===== config.mk =====
export PLATFORM = sky130hd
export DESIGN_NAME = foc_loop_sequencer_flat
export DESIGN_NICKNAME = d
export VERILOG_FILES = /design/src/rtl/foc_stage_if.sv /design/src/rtl/foc_loop_sequencer.sv /design/src/flat_wrapper.sv
export SDC_FILE = /design/constraint.sdc
export NUM_CORES = 1
export LEC_CHECK = 0
export CAP_MARGIN = 0
export CORE_MARGIN = 2
export CORE_UTILIZATION = 39
export CTS_BUF_LIST = sky130_fd_sc_hd__clkbuf_8
export CTS_CLUSTER_DIAMETER = 60
export DETAILED_ROUTE_END_ITERATION = 10
export PLACE_DENSITY_LB_ADDON = 0.12
export SLEW_MARGIN = 40
export SYNTH_ARGS = -nofsm -noshare
export SYNTH_HDL_FRONTEND = slang
export SYNTH_SLANG_ARGS = --single-unit

===== constraint.sdc =====
create_clock -name clk -period 2.6 [get_ports clk]
set_input_delay 0.26 -clock clk [delete_from_list [all_inputs] [get_ports clk]]
set_output_delay 0.26 -clock clk [all_outputs]
set_load 0.05 [all_outputs]

===== src/rtl/foc_stage_if.sv =====
// Start/done handshake bundle between the loop sequencer and the four FOC datapath stages.
interface foc_stage_if;
  logic adc_start;
  logic xform_start;
  logic pi_start;
  logic pwm_start;
  logic adc_done;
  logic xform_done;
  logic pi_done;
  logic pwm_done;

  modport master (
    output adc_start, xform_start, pi_start, pwm_start,
    input  adc_done, xform_done, pi_done, pwm_done
  );

  modport slave (
    input  adc_start, xform_start, pi_start, pwm_start,
    output adc_done, xform_done, pi_done, pwm_done
  );
endinterface


===== src/rtl/foc_loop_sequencer.sv =====
// Runs one ADC -> Clarke/Park -> PI -> PWM iteration per control tick, with per-stage
// watchdog, saturating tick-overrun count and last-iteration latency measurement.
module foc_loop_sequencer #(
  parameter int unsigned TIMEOUT = 1024,
  parameter int unsigned CNT_W   = 8,
  parameter int unsigned LAT_W   = 12
) (
  input  logic             clk,
  input  logic             nrst,
  input  logic             en,
  input  logic             tick,
  input  logic             clear_fault,
  foc_stage_if.master      stg,
  output logic             busy,
  output logic             fault,
  output logic [1:0]       fault_stage,
  output logic [CNT_W-1:0] overrun_cnt,
  output logic [LAT_W-1:0] last_latency
);

  localparam int unsigned TMR_W = $clog2(TIMEOUT);
  localparam logic [TMR_W-1:0] TMR_LAST = TMR_W'(TIMEOUT - 1);

  typedef enum logic [2:0] {StIdle, StAdc, StXform, StPi, StPwm, StFault} state_e;

  state_e             state_q, state_d, next_stage;
  logic [TMR_W-1:0]   timer_q, timer_d;
  logic [LAT_W-1:0]   lat_q, lat_d, last_lat_q, last_lat_d;
  logic [CNT_W-1:0]   ovr_q, ovr_d;
  logic [3:0]         start_q, start_d;
  logic               busy_q, busy_d, fault_q, fault_d;
  logic [1:0]         fault_stage_q, fault_stage_d, stage_idx;
  logic               in_stage, stage_done, timed_out, entering;

  always_comb begin
    state_d       = state_q;
    in_stage      = 1'b0;
    stage_done    = 1'b0;
    stage_idx     = 2'd0;
    next_stage    = StIdle;
    unique case (state_q)
      StAdc:   begin in_stage = 1'b1; stage_done = stg.adc_done;   stage_idx = 2'd0;
                     next_stage = StXform; end
      StXform: begin in_stage = 1'b1; stage_done = stg.xform_done; stage_idx = 2'd1;
                     next_stage = StPi; end
      StPi:    begin in_stage = 1'b1; stage_done = stg.pi_done;    stage_idx = 2'd2;
                     next_stage = StPwm; end
      StPwm:   begin in_stage = 1'b1; stage_done = stg.pwm_done;   stage_idx = 2'd3;
                     next_stage = StIdle; end
      default: ;
    endcase

    // Done beats the watchdog when both land in the same cycle.
    timed_out = in_stage && !stage_done && (timer_q == TMR_LAST);

    if (state_q == StIdle) begin
      if (tick && en) state_d = StAdc;
    end else if (state_q == StFault) begin
      if (clear_fault) state_d = StIdle;
    end else if (stage_done) begin
      state_d = next_stage;
    end else if (timed_out) begin
      state_d = StFault;
    end

    entering = (state_d != state_q);
    timer_d  = (in_stage && !entering) ? timer_q + 1'b1 : '0;

    // The ADC entry cycle is the first busy cycle of the iteration.
    if (state_q == StIdle && state_d == StAdc) lat_d = LAT_W'(1);
    else if (in_stage && lat_q != '1)          lat_d = lat_q + 1'b1;
    else                                       lat_d = lat_q;

    last_lat_d = (state_q == StPwm && state_d == StIdle) ? lat_q : last_lat_q;

    start_d = '0;
    if (entering) begin
      case (state_d)
        StAdc:   start_d[0] = 1'b1;
        StXform: start_d[1] = 1'b1;
        StPi:    start_d[2] = 1'b1;
        StPwm:   start_d[3] = 1'b1;
        default: ;
      endcase
    end

    busy_d        = (state_d == StAdc) || (state_d == StXform) ||
                    (state_d == StPi)  || (state_d == StPwm);
    fault_d       = (state_d == StFault);
    fault_stage_d = timed_out ? stage_idx : fault_stage_q;
    ovr_d         = (tick && busy_q && ovr_q != '1) ? ovr_q + 1'b1 : ovr_q;
  end

  always_ff @(posedge clk or negedge nrst) begin
    if (!nrst) begin
      state_q       <= StIdle;
      timer_q       <= '0;
      lat_q         <= '0;
      last_lat_q    <= '0;
      ovr_q         <= '0;
      start_q       <= '0;
      busy_q        <= 1'b0;
      fault_q       <= 1'b0;
      fault_stage_q <= 2'd0;
    end else begin
      state_q       <= state_d;
      timer_q       <= timer_d;
      lat_q         <= lat_d;
      last_lat_q    <= last_lat_d;
      ovr_q         <= ovr_d;
      start_q       <= start_d;
      busy_q        <= busy_d;
      fault_q       <= fault_d;
      fault_stage_q <= fault_stage_d;
    end
  end

  assign stg.adc_start   = start_q[0];
  assign stg.xform_start = start_q[1];
  assign stg.pi_start    = start_q[2];
  assign stg.pwm_start   = start_q[3];
  assign busy            = busy_q;
  assign fault           = fault_q;
  assign fault_stage     = fault_stage_q;
  assign overrun_cnt     = ovr_q;
  assign last_latency    = last_lat_q;

endmodule


===== src/flat_wrapper.sv =====
// flat-port wrapper written by rule: the top's interface ports become plain ports
module foc_loop_sequencer_flat 
#(
  parameter int unsigned TIMEOUT = 1024,
  parameter int unsigned CNT_W   = 8,
  parameter int unsigned LAT_W   = 12
)
  (clk, nrst, en, tick, clear_fault, busy, fault, fault_stage, overrun_cnt, last_latency, stg_adc_start, stg_xform_start, stg_pi_start, stg_pwm_start, stg_adc_done, stg_xform_done, stg_pi_done, stg_pwm_done);
  foc_stage_if stg_i ();
  input  logic clk;
  input  logic nrst;
  input  logic en;
  input  logic tick;
  input  logic clear_fault;
  output logic busy;
  output logic fault;
  output logic [1:0] fault_stage;
  output logic [CNT_W-1:0] overrun_cnt;
  output logic [LAT_W-1:0] last_latency;
  output wire logic [$bits(stg_i.adc_start)-1:0] stg_adc_start;
  output wire logic [$bits(stg_i.xform_start)-1:0] stg_xform_start;
  output wire logic [$bits(stg_i.pi_start)-1:0] stg_pi_start;
  output wire logic [$bits(stg_i.pwm_start)-1:0] stg_pwm_start;
  input wire logic [$bits(stg_i.adc_done)-1:0] stg_adc_done;
  input wire logic [$bits(stg_i.xform_done)-1:0] stg_xform_done;
  input wire logic [$bits(stg_i.pi_done)-1:0] stg_pi_done;
  input wire logic [$bits(stg_i.pwm_done)-1:0] stg_pwm_done;
  assign stg_adc_start = stg_i.adc_start;
  assign stg_xform_start = stg_i.xform_start;
  assign stg_pi_start = stg_i.pi_start;
  assign stg_pwm_start = stg_i.pwm_start;
  assign stg_i.adc_done = stg_adc_done;
  assign stg_i.xform_done = stg_xform_done;
  assign stg_i.pi_done = stg_pi_done;
  assign stg_i.pwm_done = stg_pwm_done;
  foc_loop_sequencer #(.TIMEOUT(TIMEOUT), .CNT_W(CNT_W), .LAT_W(LAT_W)) u_core (.clk(clk), .nrst(nrst), .en(en), .tick(tick), .clear_fault(clear_fault), .stg(stg_i), .busy(busy), .fault(fault), .fault_stage(fault_stage), .overrun_cnt(overrun_cnt), .last_latency(last_latency));
endmodule

; Word level (Yosys, flattened, before mapping)
; Index checks and enable logic that the tools add are counted.
[word_totals]
regBits = 53
inputBits = 9
wordCells = 62
[op_classes]
add_sub_neg = 3
muxes = 18
reduce_logical = 18
n_eq_ne = 14
[ops]
columns = cell, n
row1 = 12-bit 2-to-1 mux, 2
row2 = 3-bit 2-to-1 mux, 6
row3 = "12-bit by 1-bit adder with 12-bit output, second input constant", 1
row4 = "3-bit by 2-bit equality test with 1-bit output, second input constant", 4
row5 = "3-bit equality test, second input constant", 4
row6 = "12-bit inequality test, second input constant", 1
row7 = "10-bit by 1-bit adder with 10-bit output, second input constant", 1
row8 = "10-bit equality test, second input constant", 1
row9 = 10-bit 2-to-1 mux, 1
row10 = 1-bit logical AND, 9
row11 = 3-bit one-hot mux with 3 select lines, 1
row12 = "8-bit by 1-bit adder with 8-bit output, second input constant", 1
row13 = "8-bit inequality test, second input constant", 1
row14 = "3-bit by 1-bit equality test with 1-bit output, second input constant", 2
row15 = 3-bit logical NOT, 2
row16 = 2-bit one-hot mux with 3 select lines, 1
row17 = 1-bit 2-to-1 mux, 5
row18 = 4-bit 2-to-1 mux, 1
row19 = 1-bit one-hot mux with 4 select lines, 1
row20 = 4-bit OR reduction, 1
row21 = 1-bit logical OR, 3
row22 = 3-bit inequality test, 1
row23 = 1-bit logical NOT, 2
row24 = 2-bit nonzero test, 1

; Longest topological paths before layout
[logic_depth]
word_depth = 13
depth_mapped = 8
mapped_depth_nobuf = 7

; Least setup slack after synthesis
; No wires, ideal clock.
[synth_timing]
path_type = reg2reg
from = register u_core.ovr_q[0], in the netlist u_core.overrun_cnt[0]
to = register u_core.ovr_q[1], in the netlist u_core.overrun_cnt[1]
path_buffers = 0
path_slack_ps = 691
synth_period_minus_slack_ps = 1909
stages_incl_launch_ff = 5
arrival_ps = 1784
path_cell_list = dfrtp_1 ha_1 nand3_1 o211ai_1 mux2_2
[synth_between]
elab_chain_cells = 2
word_cells_on_any_way = 3
cone_classes = add/sub: 1 / eq/ne: 1 / reduce/logical: 1
[synth_rtl]
columns = item, line_no
row1 = start: declaration, foc_loop_sequencer.sv:29  ; logic [CNT_W-1:0] ovr_q, ovr_d;
row2 = start signal: assignment, foc_loop_sequencer.sv:110  ; ovr_q <= ovr_d;
row3 = "parallel branches: the longest is 2 deep, another holds 8-bit by 1-bit adder with 8-bit output", n/a
; Several ways; the timed one is not identified.
; A chain may end at the register's enable or synchronous reset.

; Worst setup path in the final report
[layout_timing]
from = register u_core.state_q[2]
to = register u_core.timer_q[9]
[layout_between]
elab_chain_cells = 13
word_cells_on_any_way = 23
cone_classes = eq/ne: 6 / mux: 10 / reduce/logical: 7
[layout_rtl]
columns = item, line_no
row1 = start: declaration, foc_loop_sequencer.sv:26  ; state_e state_q, state_d, next_stage;
row2 = start signal: assignment, foc_loop_sequencer.sv:96  ; state_q <= StIdle;
row3 = start signal: assignment, foc_loop_sequencer.sv:106  ; state_q <= state_d;
row4 = 3-bit equality test (tied with other cells), foc_loop_sequencer.sv:41  ; unique case (state_q)
row5 = 1-bit one-hot mux with 4 select lines / 4-bit OR reduction (equally long branches), n/a
row6 = 1-bit logical NOT / 1-bit 2-to-1 mux (equally long branches), "foc_loop_sequencer.sv:54, foc_loop_sequencer.sv:41"
row7 = 1-bit logical AND (2 in a row), foc_loop_sequencer.sv:54  ; timed_out = in_stage && !stage_done && (timer_q == TMR_LAST);
row8 = 3-bit 2-to-1 mux, foc_loop_sequencer.sv:62  ; end else if (timed_out) begin
row9 = 3-bit 2-to-1 mux, foc_loop_sequencer.sv:60  ; end else if (stage_done) begin
row10 = 3-bit 2-to-1 mux, foc_loop_sequencer.sv:58  ; end else if (state_q == StFault) begin
row11 = 3-bit 2-to-1 mux, foc_loop_sequencer.sv:56  ; if (state_q == StIdle) begin
row12 = 3-bit inequality test, foc_loop_sequencer.sv:66  ; entering = (state_d != state_q);
row13 = 1-bit logical NOT, foc_loop_sequencer.sv:67  ; timer_d = (in_stage && !entering) ? timer_q + 1'b1 : '0;
row14 = 1-bit logical AND *, foc_loop_sequencer.sv:67
row15 = 10-bit 2-to-1 mux *, foc_loop_sequencer.sv:67
row16 = named net u_core.timer_d[9], foc_loop_sequencer.sv:27  ; logic [TMR_W-1:0] timer_q, timer_d;
row17 = end signal: assignment, foc_loop_sequencer.sv:107  ; timer_q <= timer_d;
row18 = end: declaration, foc_loop_sequencer.sv:27
; Mark *: on every way through the listed nets, which the timed path passes. The rest lies on a longest branch.

==> flow_summary_export.csv <==
group,metric,value,unit
job,cap_violations,0,
critical_path,slowest_delay,0.69,ns
clocking,clock_sinks,53,
placement,pre_cts_slack,0.494,ns
grt,first_global_vias,1672,
detailed_routing,drt_iter0_markers,42,
floorplanning,rows,29,
clocking,clockBufferDepth,2,
critical_path,timing.rr.start,"u_core.state_q[2]$_DFF_PN0_",
critical_path,r2r_slack,0.48,ns
critical_path,r2r_cells,6,
logic_synthesis,yosysSeqAreaShare,52.8,%
sta,clock.fmax,0.472,GHz
grt,grt_max_degree,28,
logic_synthesis,synth_nets,236,
placement,place_congestion,0.847,
logic_synthesis,netlist_area,0.00251,mm²
sta,grt_setup_unrepaired,"false",
logic_synthesis,yosys_register_bits,53,
floorplanning,die_x,84.2,µm
critical_path,cp.arrival,2.36,ns
worst_hold_path,hold_class,"input port to asynchronous set/reset pin",
clocking,numCtsBuffers,5,
sta,finalHoldViolCount,0,
clocking,h-tree-depth,2,
critical_path,critPathRequiredTime,2.85,ns
logic_synthesis,syn_avg_cell_area,11.2,µm²
floorplanning,start_util,40.0,%
critical_path,startpoint_type,"register",
logic_synthesis,synth_ff_type,"dfrtp_1",
detailed_routing,finalWirelength,4670,µm
detailed_routing,vias,1713,
sta,max_slew_margin,56.9,%
sta,tns,0,ns
grt,antenna_found_initial,0,
critical_path,worst-path-max-fanout,12,
sta,clock_skew,0.00930,ns
grt,gr-total-overflow,0,
clocking,cts_tree,"built",
floorplanning,pin_count,37,
critical_path,crit_slowest_cell,"dfrtp_1",
sta,final-setup-viol-count,0,
power,ir_worst_vdd,0.747,mV
logic_synthesis,synth-edff-count,0,
clocking,cts_root_buf,"clkbuf_8",
detailed_routing,ant_nets,0,
status,status,"finished clean",
logic_synthesis,ys_top_cells_by_area,"dfrtp_1, xor2_1, mux2_1",
critical_path,worstPathCellList,"nor2b_1 -> and3_4 -> nor4_4 -> nand3b_1 -> a211o_1 -> nor2_1",
floorplanning,dieArea,0.00710,mm²
critical_path,r2r_end,"u_core.timer_q[9]$_DFF_PN0_",
detailed_routing,drc,0,
floorplanning,die_y,84.2,µm
placement,dp_hpwl,3370,µm
critical_path,crit_type,"register to register",
sta,post-route-period-util,81.5,%
sta,drv_slew,0,
layout,diodes,0,
power,leakage,1.33,nW
grt,grt_usage,14.2,%
detailed_routing,wl_per_cell,13.7,µm
layout,drive_gt1_share,8.71,%
layout,areaGrowthSynthToFinish,21.7,%
sta,worst_slew_pin_slew,0.646,ns
clocking,clk_pin_slew,0.11,ns
detailed_routing,drt_pass1_iterations,4,
grt,grt_pass1_wl,8200,µm
logic_synthesis,synthArstFlopShare,100,%
critical_path,end_kind,"register",
sta,setup_slack,0.481,ns
detailed_routing,viasPerCell,5.02,
power,p_per_area,1180,mW/mm²
logic_synthesis,yosysUniqueCellTypes,43,
logic_synthesis,synth_top_cell_by_area,"dfrtp_1",
logic_synthesis,yosys-top-cells-count,"dfrtp_1, nor2_1, nand3_1",
logic_synthesis,syn_inst,224,
logic_synthesis,synth_top_area_share,52.8,%
floorplanning,coreArea,0.00628,mm²
clocking,cts_setup_buffers,0,
layout,nets,275,
clocking,clk-insertion-delay-late,0.32,ns
logic_synthesis,synth_most_common_cell,"dfrtp_1",
placement,port-buffer-count,36,
sta,fin_crit,2.12,ns
logic_synthesis,yosysWarnings,0,
[layout by cell type (no fill, tap or decap), types with 3 or more instances in the layout]
master           Yosys  routed
clkdlybuf4s50_1      0      35
nand2b_1             3       3
and4_1               4       4
nor3_1               3       3
inv_1                4       4
nor2_1              29      29
and3_1               5       5
nand2_1             13      13
xnor2_1             10      10
clkbuf_8             0       5
mux2_1              12      12
nor2b_1              3       3
and2_1               3       3
nand4_1              4       4
nand3_1             17      17
ha_1                 3       3
a21oi_1              5       5
a211o_1              3       3
dfrtp_1             53      53
xor2_1              16      16
[cells by family (layout without fill, tap and decap cells)]
logic type	after synthesis	after routing	synth area share, %
AND/OR/NAND/NOR	97	97	22.8
flip-flops	53	53	52.8
XOR/XNOR	26	26	9.07
AO/OA/AOI/OAI	19	19	5.08
multiplexers	14	14	6.23
buffers and inverters	12	52	2.49
adder cells (fa/ha/maj)	3	3	1.49
[state kept, by name, summed over array words and instances, names as in the netlist]
signal,cells
u_core.last_latency,12
u_core.state_q,3
u_core.overrun_cnt,8
u_core.start_q,4
u_core.fault,1
u_core.timer_q,10
u_core.lat_q,12
u_core.fault_stage,2
u_core.busy,1
[through the flow]
step / instance area (µm²) / power (mW) / hold slack [ns] / util, % / instances
floorplan: 2510 / 2.64 / -0.0356 / - / 224
global placement: 2950 / 3.14 / 0.320 / 47.0 / 332
detailed placement: 2950 / 3.16 / 0.323 / 47.0 / 332
CTS: 3060 / 3.66 / 0.491 / 48.7 / 341
global route: 3060 / 3.85 / 0.514 / 48.7 / 341
finish: 3060 / 3.62 / 0.493 / 48.7 / 341
[final cells by class]
class / count / area, µm²
timing repair buffer: 40 / 400
multi-input combinational: 159 / 1120
clock inverter: 3 / 26.3
clock buffer: 5 / 68.8
tap: 77 / 96.3
fill: 571 / 3220
sequential: 53 / 1330
inverter: 4 / 15.0
[routing by layer]
| metal | up-vias | global-route usage, % | wire [µm] |
|---|---|---|---|
| met2 | 28 | 21.8 | 2150 |
| met4 | 0 | 5.43 | 65 |
| met5 | - | 0 | 0 |
| met3 | 7 | 2.95 | 159 |
| li1 | 853 | - | - |
| met1 | 825 | 19.9 | 2300 |
[worst max path at each step]
stage	cells past startpoint	end	slack, ns	startpoint
after CTS	6	u_core.timer_q[9]$_DFF_PN0_	0.48	u_core.state_q[2]$_DFF_PN0_
final	6	u_core.timer_q[9]$_DFF_PN0_	0.48	u_core.state_q[2]$_DFF_PN0_
after detailed placement	5	u_core.timer_q[4]$_DFF_PN0_	0.49	u_core.state_q[2]$_DFF_PN0_
after global placement	7	u_core.timer_q[7]$_DFF_PN0_	0.53	stg_adc_done
after floorplan	4	u_core.overrun_cnt[1]$_DFFE_PN0P_	0.69	u_core.overrun_cnt[0]$_DFFE_PN0P_
after global routing	6	u_core.timer_q[5]$_DFF_PN0_	0.28	u_core.state_q[2]$_DFF_PN0_
[worst max-delay path: cells and delay by family, from the launching register on]
family | cells | cell delay [ns]
DFF | 1 | 0.69
AOI/OAI and AO/OA | 1 | 0.40
and+or+nand+nor | 5 | 0.96
[report_power, final]
group	total (mW)	internal [mW]	switching (mW)
sequential	1.36	1.08	0.281
clock	0.493	0.197	0.296
combinational	1.76	0.683	1.08
[timing repair]
item	CTS	global route
resized for setup	0	0
hold buffers	1	0
hold endpoints to repair	26	0
Note: power is estimated with default switching activity, not from simulation.
